`config.mk`:
```
export PLATFORM = sky130hd
export DESIGN_NAME = jump_fall_ctrl
export DESIGN_NICKNAME = d
export VERILOG_FILES = /design/src/rtl/jump_fall_ctrl.sv
export SDC_FILE = /design/constraint.sdc
export NUM_CORES = 1
export LEC_CHECK = 0
export ABC_AREA = 1
export ABC_CLOCK_PERIOD_IN_PS = 3050
export BUFFER_PORTS_ARGS = -buffer_cell sky130_fd_sc_hd__buf_2
export CORE_UTILIZATION = 51
export DETAILED_ROUTE_END_ITERATION = 10
export PLACE_DENSITY = 0.7
export SLEW_MARGIN = 0
export SYNTH_ARGS = -nofsm -noshare
export SYNTH_HDL_FRONTEND = slang
export SYNTH_SLANG_ARGS = --single-unit
```
`constraint.sdc`:
```
create_clock -name clk -period 3.05 [get_ports clk]
set_input_delay 0 -clock clk [delete_from_list [all_inputs] [get_ports clk]]
set_output_delay 0 -clock clk [all_outputs]
set_load 0.01 [all_outputs]
```
`src/rtl/jump_fall_ctrl.sv`:
```
// jump_fall_ctrl: ground/rise/fall sequencer emitting vertical step pulses with double jump and accelerating fall
module jump_fall_ctrl #(
    parameter int MAX_JUMPS      = 2,
    parameter int JUMP_STEPS     = 24,
    parameter int MIN_RISE_STEPS = 6,
    parameter int RISE_INV       = 3,
    parameter int FALL_INV_START = 6,
    parameter int FALL_INV_MIN   = 2,
    parameter int ACCEL_STEPS    = 4
) (
    input  logic       clk,
    input  logic       rst,
    input  logic       jump_key,
    input  logic       on_ground,
    input  logic       hit_ceiling,
    input  logic       pause,
    output logic [1:0] dir_y,
    output logic [1:0] air_action,
    output logic       is_up,
    output logic       is_down,
    output logic [1:0] jumps_left
);
    localparam int IMAX = RISE_INV > FALL_INV_START ? RISE_INV : FALL_INV_START;
    localparam int IW   = $clog2(IMAX + 1);
    localparam int RW   = $clog2(JUMP_STEPS + 1);
    localparam int AW   = ACCEL_STEPS > 1 ? $clog2(ACCEL_STEPS) : 1;

    typedef enum logic [1:0] {GROUND = 2'd0, RISE = 2'd1, FALL = 2'd2} state_t;

    state_t        r_state, w_state;
    logic [IW-1:0] r_cnt, w_cnt, r_finv, w_finv;
    logic [RW-1:0] r_rise, w_rise;
    logic [AW-1:0] r_fstep, w_fstep;
    logic [1:0]    r_jl, w_jl;
    logic          r_prev, r_up, w_up, r_down, w_down, w_edge, w_enter, w_accel;

    always_ff @(posedge clk) begin
        r_state <= rst ? GROUND : w_state;
    end

    always_comb begin
        w_edge  = jump_key & ~r_prev;
        w_state = r_state;
        w_enter = 1'b0;
        w_jl    = r_jl;
        w_up    = 1'b0;
        w_down  = 1'b0;
        w_cnt   = r_cnt;
        w_rise  = r_rise;
        w_fstep = r_fstep;
        w_finv  = r_finv;
        w_accel = r_fstep == AW'(ACCEL_STEPS - 1);
        if (!pause) begin
            case (r_state)
                GROUND: begin
                    if (w_edge || !on_ground) begin
                        w_state = w_edge ? RISE : FALL;
                        w_enter = 1'b1;
                        w_jl    = 2'(MAX_JUMPS - 1);
                    end
                end
                RISE: begin
                    if (hit_ceiling) begin
                        w_state = FALL;
                        w_enter = 1'b1;
                    end else if (w_edge && r_jl != 2'd0) begin
                        w_enter = 1'b1;
                        w_jl    = r_jl - 2'd1;
                    end else if (r_rise >= RW'(JUMP_STEPS) || (!jump_key && r_rise >= RW'(MIN_RISE_STEPS))) begin
                        w_state = FALL;
                        w_enter = 1'b1;
                    end else if (r_cnt == IW'(RISE_INV - 1)) begin
                        w_up   = 1'b1;
                        w_cnt  = '0;
                        w_rise = r_rise + 1'b1;
                    end else begin
                        w_cnt = r_cnt + 1'b1;
                    end
                end
                FALL: begin
                    if (on_ground) begin
                        w_state = w_edge ? RISE : GROUND;
                        w_enter = 1'b1;
                        w_jl    = w_edge ? 2'(MAX_JUMPS - 1) : 2'(MAX_JUMPS);
                    end else if (w_edge && r_jl != 2'd0) begin
                        w_state = RISE;
                        w_enter = 1'b1;
                        w_jl    = r_jl - 2'd1;
                    end else if (r_cnt == r_finv - 1'b1) begin
                        w_down  = 1'b1;
                        w_cnt   = '0;
                        w_fstep = w_accel ? '0 : r_fstep + 1'b1;
                        w_finv  = (w_accel && r_finv > IW'(FALL_INV_MIN)) ? r_finv - 1'b1 : r_finv;
                    end else begin
                        w_cnt = r_cnt + 1'b1;
                    end
                end
                default: begin
                    w_state = GROUND;
                    w_enter = 1'b1;
                end
            endcase
        end
        if (w_enter) begin
            w_cnt   = '0;
            w_rise  = '0;
            w_fstep = '0;
            w_finv  = IW'(FALL_INV_START);
        end
    end

    always_ff @(posedge clk) begin
        if (rst) begin
            r_cnt   <= '0;
            r_rise  <= '0;
            r_fstep <= '0;
            r_finv  <= IW'(FALL_INV_START);
            r_jl    <= 2'(MAX_JUMPS);
            r_prev  <= 1'b1;
            r_up    <= 1'b0;
            r_down  <= 1'b0;
        end else begin
            r_cnt   <= w_cnt;
            r_rise  <= w_rise;
            r_fstep <= w_fstep;
            r_finv  <= w_finv;
            r_jl    <= w_jl;
            r_prev  <= jump_key;
            r_up    <= w_up;
            r_down  <= w_down;
        end
    end

    assign dir_y      = r_state == RISE ? 2'b01 : r_state == FALL ? 2'b10 : 2'b00;
    assign air_action = r_state == RISE ? 2'b10 : r_state == FALL ? 2'b11 : 2'b00;
    assign is_up      = r_up;
    assign is_down    = r_down;
    assign jumps_left = r_jl;
endmodule

```
==> metrics <==
Pwr Total approximately 0.66 mW; GPL Wtd Cong 0.8605; mapped cell area 0.001413 mm²; Synth Net Count 213; minimum clock period 1687 ps; detail-routed via count per cell around 5.3; drt first pass iters 4; Slew Viols, Final 0; first-pass GRT wire length 4.981 mm; min-delay worst type input pin to flop; Routed WL per cell 12.30 µm; I/O pins 14; number of synthesized flops with an enable pin 0; Least-Margin Pin Slew 343.9 ps; CTS resizes 0; total track usage 0.2349; # DRC 0; Finished Cell Area about 0.0016 mm²; Area after DPL approximately 0.0015 mm²; Critical Path Fanout Max 6; CTS H-tree depth 1; CTS root buf clkbuf_4; PwrDens 415.1 mW/mm²; asr flop ratio synth 0; outcome complete, no violations; Die Wd 54.63 µm; Setup crit start kind flop; Layout Cells excl Fill approximately 240; fmax 592.7 MHz; gr busiest metal met2; Final ANT Viol Nets 0; RSZ-0062 raised after global routing false; Final Hold Violating Endpoints 0; crit path DAT 1890 ps; CTS buffer count 3; Initial Util 0.5551; clock sinks 20; Rel. slew slack 0.7683; n_diodes 0; final net count 232; Cells after Synth 196; commonest non-fill, non-tap cell in the layout nand2_1; final setup vio count 0; TritonCTS clock tree done; hold_ws 78.57 ps; Bufs on Longest Clock Path 2; Synthesis Warnings 0; core footprint 0.002545 mm²; top cells by area, synth dfxtp_1 (28%), nand2_1 (14%), ha_1 (9.7%); fill count 233; antenna violations before repair 0; commonest non-fill, non-tap cells in the layout nand2_1 (51), inv_1 (21), dfxtp_1 (20); synthesized area per cell 7.207 µm²; crit path kind flop to flop; Post-Place Cells 238; initial DRC count 34; Seq/Total Area, Yosys 0.2834; clk_lat worst skew approximately 310 ps; DIE HEIGHT 54.63 µm; M1 GR Usage 0.2647; Routed Wire Length 3.002 mm; clk slew on worst S/H paths 130 ps; Netlist cell types 26; CP endpoint kind flop; share of cells above drive strength 1 0.2383; Cell Rows 18; hold_buf cts 2; met2 GRT Util 0.4217; met3 Resource Use GR 0.03611; CP required 3260 ps; Buffers on Ports 13; Worst Skew 11.08 ps; Post-CTS Setup Bufs 0; Leak 0.7297 nW; Maximum Capacitance Violations 0; final period utilization 0.5532; Synth top area share 0.2834; Seq cells post-synth 20; total negative setup slack 0 ps; largest area contributor in the netlist dfxtp_1; Max IR drop VDD approximately 0.45 mV; Most used DFF post-synth dfxtp_1; Congestion Overflow GR 0; via count 1284; largest net degree at the start of global routing 13; Die ar. 0.002984 mm²; Area Growth Syn to Fin 11.87%; DP HPWL 2.321 mm; via count of the first global-routing pass 1251
-- Yosys cell counts (all sizes together) (2+ instances only) --
master	number
nand2	58
inv	27
nor2	22
dfxtp	20
a21oi	19
nand3	15
ha	11
o21ai	8
nand4	5
xor2	5
nand3b	2
-- layout make-up --
cell class / count / area, µm² / area share
Sequential cell: 20 / 400.4 / 0.2534
Inverter: 27 / 101.3 / 0.06413
Clock inverter: 1 / 30.03 / 0.01900
Tap cell: 30 / 37.54 / 0.02375
Clock buffer: 3 / 22.52 / 0.01425
Timing Repair Buffer: 15 / 85.08 / 0.05384
Multi-Input combinational cell: 148 / 903.4 / 0.5717
-- kinds of logic (layout without fill, tap and decap cells) --
kind of cell	count (synthesis)	in the layout	synth area share
compound gates	28	28	0.1320
xor+xnor	6	6	0.03720
fa+ha+maj	11	11	0.09743
buf+inv	28	46	0.07706
flops	20	20	0.2834
simple gates	103	103	0.3729
-- metrics by stage --
| step | setup slack, ps | util |
|---|---|---|
| final | 1363 | 0.6209 |
| after global routing | 1162 | 0.6209 |
| after CTS | 1351 | 0.6209 |
| after detailed placement | 1371 | 0.5924 |
| after global placement | 1414 | 0.5924 |
| after floorplan | 1527 | - |
-- final timing paths --
kind	from	endpoint	slack, ps	cells past startpoint
hold reg to reg	r_rise[4]	r_rise[4]	490	2
setup reg to reg	r_state[0]	r_finv[1]	1360	9
hold / removal	pause	r_fstep[1]	80	4
setup / recovery	r_state[0]	r_finv[1]	1360	9
-- critical path: stages, from the launching register on --
cell	delay [ps]
dfxtp_1	350
inv_1	130
ha_1	300
inv_2	110
nor2_2	150
nand2_2	90
nor2_4	120
nand4_2	170
nand2_1	100
nand3_1	90
-- report_power, final --
group | total [mW] | switching [mW] | internal (mW)
clock | 0.222 | 0.0893 | 0.133
combinational | 0.155 | 0.101 | 0.0543
sequential | 0.279 | 0.00862 | 0.270
-- flip-flops by register name, summed over array words and instances (netlist names) --
signal / flops
r_rise: 5
r_finv: 3
r_cnt: 3
is_up: 1
is_down: 1
r_prev: 1
jumps_left: 2
r_fstep: 2
r_state: 2
-- metal layers --
layer	wire (µm)	vias up	part of all wire
li1	-	665	-
met1	1411	589	0.47
met2	1446	23	0.48
met3	97	7	0.032
met4	47	0	0.016
met5	0	-	0
Power figures use the tool's default switching activity.
